## src/rtl/leb128_stream_dec_pkg.sv

```systemverilog
// leb128_pkg: shared constants and helpers for the LEB128 stream decoder and
// its group-merge datapath (also intended for the future encoder checker).
//   leb128_maxlen(w) : number of 7-bit groups needed to cover w bits
//   LEB_CONT_BIT     : continuation flag position inside an encoded byte
//   LEB_GRP          : payload bits per encoded byte
//   ST_*             : decoder FSM state encodings
package leb128_pkg;
  localparam int LEB_CONT_BIT = 7;
  localparam int LEB_GRP      = 7;

  localparam logic [1:0] ST_IDLE  = 2'd0;
  localparam logic [1:0] ST_ACC   = 2'd1;
  localparam logic [1:0] ST_DRAIN = 2'd2;

  function automatic int leb128_maxlen(input int w);
    return (w + LEB_GRP - 1) / LEB_GRP;
  endfunction
endpackage

```

## src/rtl/leb128_stream_dec_if.sv

```systemverilog
// leb128_stream_dec_if: byte-in / value-out handshake bundle of the decoder.
//   in_data/in_valid/in_ready/is_signed : encoded byte stream
//   out_data/out_len/out_err/out_valid/out_ready : decoded result
//   master : byte producer + result consumer ; slave : the decoder
interface leb128_stream_dec_if #(parameter int W = 64);
  import leb128_pkg::*;
  localparam int MAXLEN = leb128_maxlen(W);
  localparam int LEN_W  = $clog2(MAXLEN + 1);

  logic [7:0]       in_data;
  logic             in_valid;
  logic             in_ready;
  logic             is_signed;
  logic [W-1:0]     out_data;
  logic [LEN_W-1:0] out_len;
  logic             out_err;
  logic             out_valid;
  logic             out_ready;

  modport master (
    output in_data, in_valid, is_signed, out_ready,
    input  in_ready, out_data, out_len, out_err, out_valid
  );

  modport slave (
    input  in_data, in_valid, is_signed, out_ready,
    output in_ready, out_data, out_len, out_err, out_valid
  );
endinterface

```

## src/rtl/leb128_stream_dec_grp_merge.sv

```systemverilog
// leb128_grp_merge: combinational merge of one 7-bit LEB128 group into a
// W-bit accumulator.
//   acc    : value accumulated from earlier groups
//   grp_in : payload bits of the current byte
//   cnt    : index of the current byte (0-based)
//   sgn    : signed decode
//   last   : current byte is the terminator (enables sign fill)
//   merged : acc with the group placed at 7*cnt, plus sign fill when applicable
module leb128_grp_merge
  import leb128_pkg::*;
#(
  parameter int W     = 64,
  parameter int LEN_W = 4
) (
  input  logic [W-1:0]       acc,
  input  logic [6:0]         grp_in,
  input  logic [LEN_W-1:0]   cnt,
  input  logic               sgn,
  input  logic               last,
  output logic [W-1:0]       merged
);
  localparam logic [7:0] W8 = 8'(W);

  logic [7:0]   sh, sh_next;
  logic [W-1:0] grp, fill;

  assign sh      = 8'(cnt) * 8'(LEB_GRP);
  assign sh_next = sh + 8'(LEB_GRP);

  // group bits that land at or above W fall off the top of the shift
  assign grp  = W'(grp_in) << sh;
  // bit6 of the terminator is the sign; only fill if it leaves bits uncovered
  assign fill = (last && sgn && grp_in[LEB_GRP-1] && (sh_next < W8))
                ? ({W{1'b1}} << sh_next) : '0;

  assign merged = acc | grp | fill;
endmodule

```

## src/rtl/leb128_stream_dec.sv

```systemverilog
// leb128_stream_dec: byte-serial LEB128 decoder. Takes one encoded byte per
// cycle, emits a W-bit value with the number of bytes consumed and an overlong
// error flag one cycle after the terminating (or MAXLEN-th) byte.
//   clk, rst_n : clock, asynchronous active-low reset
//   bus        : leb128_stream_dec_if slave (byte stream in, result out)
module leb128_stream_dec
  import leb128_pkg::*;
#(
  parameter int W = 64
) (
  input logic               clk,
  input logic               rst_n,
  leb128_stream_dec_if.slave bus
);
  localparam int MAXLEN = leb128_maxlen(W);
  localparam int LEN_W  = $clog2(MAXLEN + 1);

  logic [1:0]       state;
  logic [LEN_W-1:0] cnt;
  logic [W-1:0]     acc, merged;
  logic             sgn_q, cur_sgn;
  logic             fire, cont, overlong;

  logic [W-1:0]     out_data_q;
  logic [LEN_W-1:0] out_len_q;
  logic             out_err_q, out_valid_q;

  // a held result blocks input; consuming it frees the slot in the same cycle
  assign bus.in_ready  = !(out_valid_q && !bus.out_ready);
  assign bus.out_data  = out_data_q;
  assign bus.out_len   = out_len_q;
  assign bus.out_err   = out_err_q;
  assign bus.out_valid = out_valid_q;

  assign fire     = bus.in_valid && bus.in_ready;
  assign cont     = bus.in_data[LEB_CONT_BIT];
  assign cur_sgn  = (state == ST_IDLE) ? bus.is_signed : sgn_q;
  assign overlong = cont && (cnt == LEN_W'(MAXLEN - 1));

  leb128_grp_merge #(.W(W), .LEN_W(LEN_W)) u_merge (
    .acc    (acc),
    .grp_in (bus.in_data[6:0]),
    .cnt    (cnt),
    .sgn    (cur_sgn),
    .last   (!cont),
    .merged (merged)
  );

  always_ff @(posedge clk or negedge rst_n) begin
    if (!rst_n) begin
      state       <= ST_IDLE;
      cnt         <= '0;
      acc         <= '0;
      sgn_q       <= 1'b0;
      out_data_q  <= '0;
      out_len_q   <= '0;
      out_err_q   <= 1'b0;
      out_valid_q <= 1'b0;
    end else begin
      if (out_valid_q && bus.out_ready) out_valid_q <= 1'b0;
      if (fire) begin
        if (state == ST_DRAIN) begin
          if (!cont) state <= ST_IDLE;
        end else if (!cont || overlong) begin
          // terminator or MAXLEN-th continuation byte: publish and restart;
          // merge applies no sign fill when cont=1, so overlong keeps the partial
          out_valid_q <= 1'b1;
          out_data_q  <= merged;
          out_len_q   <= cnt + 1'b1;
          out_err_q   <= cont;
          acc         <= '0;
          cnt         <= '0;
          state       <= cont ? ST_DRAIN : ST_IDLE;
        end else begin
          acc   <= merged;
          cnt   <= cnt + 1'b1;
          sgn_q <= cur_sgn;
          state <= ST_ACC;
        end
      end
    end
  end
endmodule

```

## src/flat_wrapper.sv

```systemverilog
// flat-port wrapper written by rule: the top's interface ports become plain ports
module leb128_stream_dec_flat import leb128_pkg::*;
#(
  parameter int W = 64
)
  (clk, rst_n, bus_in_data, bus_in_valid, bus_is_signed, bus_out_ready, bus_in_ready, bus_out_data, bus_out_len, bus_out_err, bus_out_valid);
  leb128_stream_dec_if #(.W(W)) bus_i ();
  input logic clk;
  input logic rst_n;
  input wire logic [$bits(bus_i.in_data)-1:0] bus_in_data;
  input wire logic [$bits(bus_i.in_valid)-1:0] bus_in_valid;
  input wire logic [$bits(bus_i.is_signed)-1:0] bus_is_signed;
  input wire logic [$bits(bus_i.out_ready)-1:0] bus_out_ready;
  output wire logic [$bits(bus_i.in_ready)-1:0] bus_in_ready;
  output wire logic [$bits(bus_i.out_data)-1:0] bus_out_data;
  output wire logic [$bits(bus_i.out_len)-1:0] bus_out_len;
  output wire logic [$bits(bus_i.out_err)-1:0] bus_out_err;
  output wire logic [$bits(bus_i.out_valid)-1:0] bus_out_valid;
  assign bus_i.in_data = bus_in_data;
  assign bus_i.in_valid = bus_in_valid;
  assign bus_i.is_signed = bus_is_signed;
  assign bus_i.out_ready = bus_out_ready;
  assign bus_in_ready = bus_i.in_ready;
  assign bus_out_data = bus_i.out_data;
  assign bus_out_len = bus_i.out_len;
  assign bus_out_err = bus_i.out_err;
  assign bus_out_valid = bus_i.out_valid;
  leb128_stream_dec #(.W(W)) u_core (.clk(clk), .rst_n(rst_n), .bus(bus_i));
endmodule
```

## config.mk

```make
export PLATFORM = sky130hd
export DESIGN_NAME = leb128_stream_dec_flat
export DESIGN_NICKNAME = d
export VERILOG_FILES = /design/src/rtl/leb128_stream_dec_pkg.sv /design/src/rtl/leb128_stream_dec_if.sv /design/src/rtl/leb128_stream_dec_grp_merge.sv /design/src/rtl/leb128_stream_dec.sv /design/src/flat_wrapper.sv
export SDC_FILE = /design/constraint.sdc
export NUM_CORES = 1
export LEC_CHECK = 0
export CAP_MARGIN = 5
export CORE_MARGIN = 2
export CORE_UTILIZATION = 55
export CTS_BUF_LIST = sky130_fd_sc_hd__clkbuf_8
export CTS_CLUSTER_DIAMETER = 150
export DETAILED_ROUTE_END_ITERATION = 8
export PLACE_DENSITY = 0.79
export SYNTH_ARGS = -nofsm -noshare
export SYNTH_HDL_FRONTEND = slang
export SYNTH_SLANG_ARGS = --single-unit
```

## constraint.sdc

```tcl
create_clock -name clk -period 4.2 [get_ports clk]
set_clock_uncertainty 0.1 [all_clocks]
set_input_delay 0.42 -clock clk [delete_from_list [all_inputs] [get_ports clk]]
set_output_delay 0.42 -clock clk [all_outputs]
set_load 0.01 [all_outputs]
```

==> out/results.ini, run 1 <==
[setup_path]
worst_r2r_path_depth=11
cp.depth=11
slowest_delay_ns=0.73
cpMaxStageDelayCell=fa_1
path_delay_family=compound AO/OA/AOI/OAI gates
critPathArrivalTime_ns=4.27
crit_path_frequent_cell=inv_1
crit_path_cell_trace=inv_1 > buf_4 > ha_1 > xor2_1 > inv_1 > fa_1 > inv_1 > o22a_1 > a2111oi_1 > o211ai_1 > a31oi_1
required_ns=4.48
critPathBufInv=4
end_kind=flip-flop
crit_fanout=14
cp-start-kind=flip-flop
crit_type=reg -> reg

[layout]
mostFrequentLayoutCell=a21oi_1
fin_cells=1041
drive_above_1_share_pct=8.516
area_growth_pct=19.61
antenna_cells=0
multi_input_area_sq_um=3298
layout.nets=887
final_cell_mix=182 x a21oi_1, 141 x dfrtp_1, 82 x clkdlybuf4s50_1
final_util_pct=67.55
fill_cells=1032
regArea_sq_um=3528

[timing]
report.final.slew_viol_count=0
fmaxAchievable_mhz=250.6
finalSetupViolations=0
holdWs_ns=0.3745
relSlewSlack_pct=22.06
fin_crit_sh_pct=95.00
grt_setup_unrepaired=false
tns_ns=0
fin_crit_ns=3.990
worst_pin_slew_ns=1.166
finalHoldViolCount=0

[synth]
synth_seq_area_share_pct=49.51
mappedNetlistArea_sq_um=7127
ys.flop_type=dfrtp_1
ys_async_sr_fraction_pct=100.0
synthCells=795
ys_warn_count=0
syn_nets=825
synth_edf_count=0
ys_ff_latch=141
syn_area_per_cell_sq_um=8.965
ys_types=60

[drt]
via_count=6658
drc=0
firstDrtPassIters=5
ant_nets=0
drt-total-wl_um=21840
drt_iter0_drc=925
wl_per_cell_um=20.98
viasPerCell=6.396

[clock_tree]
clock_path_buffers=2
clock-sinks=141
clk_pin_slew_worst_paths_ns=0.08
insertion_delay_ns=0.46
cts_buffers=17
cts_tree=yes
h-tree-depth=4
postCtsSetupRepairBufs=0
cts_root_buf=clkbuf_8

[pwr]
p_leak_nw=3.582
total_power_mw=4.569
power.density_nw_per_um2=536.0
vdd.ir_drop.worst_v=0.0003229

[place]
gp_congestion=0.9450
port_buffers=83
place_inst=1009
hpwl_um=14370

[global_route]
use_met2_pct=48.95
use_met3_pct=6.831
grt_use_total_pct=31.89
busiest_layer=met2
antenna_found_initial=0
grt_max_degree=88
grt_pass1_wl_um=34520
use_met1_pct=43.63
gr-total-overflow=0
grt_pass1_vias=6334

[run]
maxCapViolCount=0

[floorplan]
placementRows=41
die-area_sq_um=13880
initial_utilization_pct=56.47
core-area_sq_um=12620
die_height_um=117.8
die_w_um=117.8
io_pins=84

[worst_hold_path]
min_delay_path_depth=2
hold_class=reg -> reg

[outcome]
outcome=complete, no violations

per-stage QoR:
stage | area, sq um | setup WS, ns
floorplan | 7127 | 0.5331
finish | 8524 | 0.2101
CTS | 8523 | 0.1574
global placement | 8168 | 0.2922
global route | 8524 | 0.01139
detailed placement | 8168 | 0.2200
metal layers:
metal,vias to the layer above,wire [um],share of wire (%)
li1,3011,-,-
met1,3235,9022,41
met2,349,10180,47
met3,63,1884,8.6
met4,0,747,3.4
met5,-,0,0
cell type report:
| cell class | instances | share of cell area (%) |
|---|---|---|
| clock buffer | 19 | 3.068 |
| inverter | 14 | 0.6165 |
| tap | 172 | 2.525 |
| timing repair buffer | 113 | 12.73 |
| clock inverter | 12 | 0.9834 |
| sequential | 141 | 41.39 |
| multi-input combinational | 570 | 38.69 |
final timing paths:
| check | slack [ns] | from | end |
|---|---|---|---|
| hold reg to reg | 0.37 | u_core.bus.out_len[1] | u_core.bus.out_len[1] |
| min in group asynchronous | 0.42 | rst_n | u_core.acc[46] |
| setup / recovery | 0.21 | u_core.cnt[1] | u_core.bus.out_data[36] |
| max in group asynchronous | 2.60 | rst_n | u_core.acc[18] |
| setup reg to reg | 0.21 | u_core.cnt[1] | u_core.bus.out_data[36] |
| hold / removal | 0.37 | u_core.bus.out_len[1] | u_core.bus.out_len[1] |
flip-flops by register name, indices dropped and copies added, names as in the netlist:
name / cells
u_core.bus.out_len: 4
u_core.cnt: 4
u_core.bus.out_valid: 1
u_core.state: 2
u_core.bus.out_data: 64
u_core.acc: 64
u_core.bus.out_err: 1
u_core.sgn_q: 1
cells in the mapped netlist, drive strengths merged (4+ instances only):
cell type | n | area, sq um
a21oi | 183 | 919.6
dfrtp | 141 | 3528
nor2 | 75 | 281.5
nand2 | 58 | 217.7
clkbuf | 55 | 206.5
o21ai | 47 | 235.2
a31oi | 32 | 200.2
o211ai | 16 | 120.1
buf | 15 | 73.82
ha | 14 | 175.2
inv | 14 | 52.55
nand3 | 14 | 70.07
o31ai | 14 | 105.1
nor3 | 11 | 55.05
nand4 | 10 | 62.56
a21o | 8 | 60.06
nor2b | 6 | 37.54
a211oi | 5 | 37.54
or2 | 5 | 31.28
a311oi | 4 | 35.03
nand2b | 4 | 25.02
nor3b | 4 | 40.03
nor4 | 4 | 31.28
o2111ai | 4 | 35.03
xnor2 | 4 | 35.03
timing repair:
action,4_1_cts,5_1_grt
hold buffers,1,0
endpoints found under the hold margin,62,0
resized for setup,0,1
setup endpoints to repair,0,3
report_power, final:
group	switching [mW]	leakage [nW]	internal, mW
clock network	0.514	0.193	0.480
logic	1.08	1.53	0.738
registers	0.167	1.86	1.59
total	1.76	3.58	2.81
kinds of logic (layout without fill, tap and decap cells):
| kind of cell | after synthesis | in the layout | share of synthesized area (%) |
|---|---|---|---|
| compound gates | 337 | 337 | 27.53 |
| buf+inv | 84 | 158 | 4.670 |
| simple gates | 209 | 209 | 14.08 |
| xor+xnor | 5 | 5 | 0.6144 |
| flops | 141 | 141 | 49.51 |
| mux | 2 | 2 | 0.2984 |
| fa+ha+maj | 17 | 17 | 3.301 |
worst reg2reg max path, delay by kind of cell, from the launching register on:
kind | cells | cell delay, ns
AOI/OAI and AO/OA | 4 | 1.30
xor gates and xnor gates | 1 | 0.23
adders and majority gates | 2 | 1.04
buffers and inverters | 4 | 0.64
DFF | 1 | 0.61
Power figures use the tool's default switching activity.
==> run 2, diff against run 1 <==
clock period = 4.34 ns   (was 4.2 ns; I/O delays follow)
==> run 2 against run 1 <==
Against the previous run: wire length rose by 0.33%; register-to-register slack improved by 0.095 ns; sequential cell count did not move; critical path type unchanged; non-clock buffer count fell by 4.
==> out/results.ini, run 2 (synthesis results as in run 1) <==
[outcome]
outcome=complete, no violations

[global_route]
gr-total-overflow=0
grt_pass1_wl_um=35260
grt_use_total_pct=32.22
grt_max_degree=119
grt_pass1_vias=6465
antenna_found_initial=0

[pwr]
vdd.ir_drop.worst_v=0.0003034
p_leak_nw=3.598
power.density_nw_per_um2=543.1
total_power_mw=4.675

[place]
place_inst=1006
hpwl_um=14490
gp_congestion=0.9172
port_buffers=83

[timing]
fin_crit_sh_pct=92.96
fmaxAchievable_mhz=247.9
finalSetupViolations=0
fin_crit_ns=4.035
relSlewSlack_pct=13.60
finalHoldViolCount=0
grt_setup_unrepaired=false
tns_ns=0
report.final.slew_viol_count=0
worst_pin_slew_ns=1.285

[floorplan]
die-area_sq_um=13880
core-area_sq_um=12620
initial_utilization_pct=56.47
io_pins=84
placementRows=41
die_w_um=117.8
die_height_um=117.8

[setup_path]
end_kind=flip-flop
cp-start-kind=flip-flop
crit_fanout=32
timing.rr.start=u_core.cnt[1]
required_ns=4.52
cp-startpoint=u_core.cnt[1]
crit_type=reg -> reg
critPathArrivalTime_ns=4.21

[clock_tree]
clk_pin_slew_worst_paths_ns=0.07
clock_path_buffers=2
clock-sinks=141
ctsHoldBuffers=0
postCtsSetupRepairBufs=0
cts_root_buf=clkbuf_8
cts_tree=yes
ctsResizeCount=0
cts_buffers=17
h-tree-depth=4
insertion_delay_ns=0.44

[layout]
mostFrequentLayoutCell=a21oi_1
fill_cells=995
fin_cells=1038
final_cell_mix=182 x a21oi_1, 141 x dfrtp_1, 82 x clkdlybuf4s50_1
multi_input_area_sq_um=3311
antenna_cells=0
area_growth_pct=20.79
regArea_sq_um=3528
drive_above_1_share_pct=9.122
layout.nets=883

[drt]
viasPerCell=6.378
drt-total-wl_um=21910
wl_per_cell_um=21.11
drc=0
firstDrtPassIters=6
ant_nets=0
drt_iter0_drc=791
via_count=6620

[run]
maxCapViolCount=0

[worst_hold_path]
hold_class=in -> async

==> run 2: power breakdown <==
group | switching [mW] | internal, mW
combinational | 1.07 | 0.711
clock | 0.496 | 0.701
sequential | 0.154 | 1.54
==> run 2: metrics by stage <==
step	hold slack, ns	util [%]	setup slack (ns)	area (sq um)
after floorplan	0.03841	-	0.6731	7127
after global placement	0.3608	64.50	0.2994	8139
after detailed placement	0.3679	64.50	0.2481	8139
after CTS	0.1022	68.15	0.2056	8601
after global routing	0.1497	68.21	0.05421	8608
final	0.006740	68.21	0.3053	8608
==> run 2: layout make-up <==
type | instances | share of cell area [%]
Sequential cell | 141 | 40.99
Multi-Input combinational cell | 570 | 38.46
Tap cell | 172 | 2.500
Clock buffer | 22 | 3.517
Clock inverter | 10 | 1.846
Inverter | 14 | 0.6105
Timing Repair Buffer | 109 | 12.08
==> run 2: critical path: stages, from the launching register on <==
cell and delay, ns:
dfrtp_1 0.59, inv_1 0.28, fa_1 0.59, inv_1 0.04, ha_1 0.27, ha_1 0.32
o21a_1 0.23, a2111oi_1 0.61, nor3b_4 0.12, buf_4 0.27, nand2_1 0.29, a31oi_1 0.13
==> run 2: path summary, 6_finish.rpt <==
kind                                            to  slack [ns]  cells after the start
max                        u_core.bus.out_data[42]        0.31                     11
min                        u_core.bus.out_data[39]       0.007                      1
max reg2reg                u_core.bus.out_data[42]        0.31                     11
min reg2reg                u_core.bus.out_data[46]        0.38                      2
max in group asynchronous           u_core.acc[21]        3.07                      2
min in group clk           u_core.bus.out_data[46]        0.38                      2
==> run 2: per-layer routing <==
metal	share of wire [%]	track usage [%]	up-vias
li1	-	-	2997
met4	3.5	14.16	0
met2	47	50.22	358
met3	9.4	6.444	59
met1	41	43.95	3206
met5	0	0	-
==> run 3, diff against run 2 <==
CAP_MARGIN = 15   (was 5)
CORE_UTILIZATION = 58   (was 55)
PLACE_DENSITY = 0.82   (was 0.79)
==> run 3 against run 2 <==
Against the previous run: cell count decreased by 2.4%; utilization increased by 2.5 points; power decreased by 5.0%; largest power group unchanged; register-to-register slack got worse by 0.08 ns; worst setup slack got worse by 0.078 ns; worst hold slack got worse by 0.020 ns; critical endpoint is now u_core.bus.out_data[40]; the flow now finishes with violations (negative hold slack).
==> out/results.ini, run 3 (synthesis results as in run 1) <==
[outcome]
outcome=complete, but fails checks
violations=negative hold slack

[clock_tree]
cts_buffers=17
insertion_delay_ns=0.46
ctsHoldBuffers=0
cts_root_buf=clkbuf_8
clock-sinks=141
clk_pin_slew_worst_paths_ns=0.08
cts_tree=yes
h-tree-depth=4
postCtsSetupRepairBufs=0
clock_path_buffers=2

[global_route]
grt_pass1_wl_um=34250
grt_max_degree=112
grt_pass1_vias=6471
grt_use_total_pct=34.14
antenna_found_initial=0
gr-total-overflow=0

[floorplan]
placementRows=40
die_height_um=114.9
initial_utilization_pct=59.33
io_pins=84
die-area_sq_um=13190
die_w_um=114.9
core-area_sq_um=12010

[place]
dpl_cell_area_sq_um=8117
hpwl_um=14180
port_buffers=83
gp_congestion=0.9127

[timing]
holdWs_ns=-0.01305
worst_pin_slew_ns=1.141
relSlewSlack_pct=23.30
fin_crit_sh_pct=94.75
fin_crit_ns=4.112
finalSetupViolations=0
fmaxAchievable_mhz=243.2
grt_setup_unrepaired=false
tns_ns=0
finalHoldViolCount=3
report.final.slew_viol_count=0

[pwr]
seq_power_share_pct=38.4
vdd.ir_drop.worst_v=0.0003058
p_clk_share_pct=22.6
power.density_nw_per_um2=523.4
switching_share_pct=37.98
p_leak_nw=3.575
internal_power_mw=2.755
p_comb_share_pct=39.0
switchingPower_mw=1.687

[setup_path]
crit_fanout=28
end_kind=flip-flop
regToRegEndpoint=u_core.bus.out_data[40]
required_ns=4.54
timing.rr.start=u_core.cnt[1]
ff2ff_setup_slack_ns=0.23
critPathArrivalTime_ns=4.31
worst_r2r_path_depth=11
crit_type=reg -> reg
cp-start-kind=flip-flop

[layout]
mostFrequentLayoutCell=a21oi_1
final_cell_mix=182 x a21oi_1, 141 x dfrtp_1, 82 x clkdlybuf4s50_1
layout.nets=885
area_growth_pct=19.10
drive_above_1_share_pct=8.661
stdcell_area_sq_um=8488
antenna_cells=0

[worst_hold_path]
hold_class=in -> async

[run]
maxCapViolCount=0

[drt]
firstDrtPassIters=5
ant_nets=0
drt_iter0_drc=783
drc=0
viasPerCell=6.666
drt-total-wl_um=21550
wl_per_cell_um=21.28
via_count=6753

## run 3: cell types whose count changed in the layout (fill, tap and decap cells not counted)
cell	change
clkinv_4	-1
inv_1	+2
buf_4	+2
nor4_1	+1
a2111oi_2	-1
bufinv_16	-3
nor4_2	-1
a2111oi_0	+1
## run 3: routing by layer
layer  GRT usage, %  share of wire [%]
met1          47.22                 40
met2          52.71                 46
met3          6.958                 10
met4          14.94                3.2
met5              0                  0
## run 3: layout make-up
| cell class | instances | area, sq um |
|---|---|---|
| flip-flops and latches | 141 | 3528 |
| fillers | 946 | 3523 |
| multi-input cells | 570 | 3298 |
| repair buffers | 111 | 1055 |
| clock buffers | 22 | 302.8 |
| well taps | 147 | 183.9 |
| clock inverters | 8 | 67.56 |
| inverters | 14 | 52.55 |
## run 3: worst max-delay path, stage by stage, from the launching register on
cell and delay, ns:
dfrtp_1 0.60, inv_1 0.27, fa_1 0.60, inv_1 0.06, ha_1 0.27, ha_1 0.32, o21a_1 0.23, a2111oi_0 0.71
nor3b_4 0.17, buf_4 0.28, a21oi_1 0.22, o31ai_1 0.11
## run 3: how the worst max path moves through the flow
stage	start	endpoint	slack [ns]	depth (start not counted)
after global placement	u_core.cnt[1]	u_core.bus.out_data[31]	0.41	11
after CTS	u_core.cnt[1]	u_core.bus.out_data[40]	0.26	11
final	u_core.cnt[1]	u_core.bus.out_data[40]	0.23	11
after floorplan	u_core.cnt[0]	u_core.bus.out_data[36]	0.67	13
after detailed placement	u_core.cnt[1]	u_core.bus.out_data[31]	0.30	11
after global routing	u_core.cnt[1]	u_core.bus.out_data[31]	0.02	11
## run 3: power groups by stage
stage          Clock [mW]  Sequential [mW]  Combinational, mW
2_1_floorplan           0             1.76              0.864
3_3_place_gp            0             1.71               1.65
3_5_place_dp            0             1.72               1.69
4_1_cts              1.01             1.70               1.70
5_1_grt              1.07             1.73               1.87
6_report             1.00             1.71               1.73
## run 3: what timing repair did
item,4_1_cts,5_1_grt
setup endpoints to repair,0,3
endpoints found under the hold margin,0,0
gates resized for setup,0,1
## run 3: metrics by stage
stage,instances,util [%],hold slack (ns),worst slack [ns],power (mW)
6_report,1013,70.67,-0.01305,0.2278,4.443
5_1_grt,1013,70.67,0.08522,0.01725,4.662
4_1_cts,1013,70.66,0.05072,0.2570,4.409
3_5_place_dp,983,67.57,0.3738,0.2977,3.407
3_3_place_gp,983,67.57,0.3635,0.4097,3.358
2_1_floorplan,795,-,0.03841,0.6731,2.626
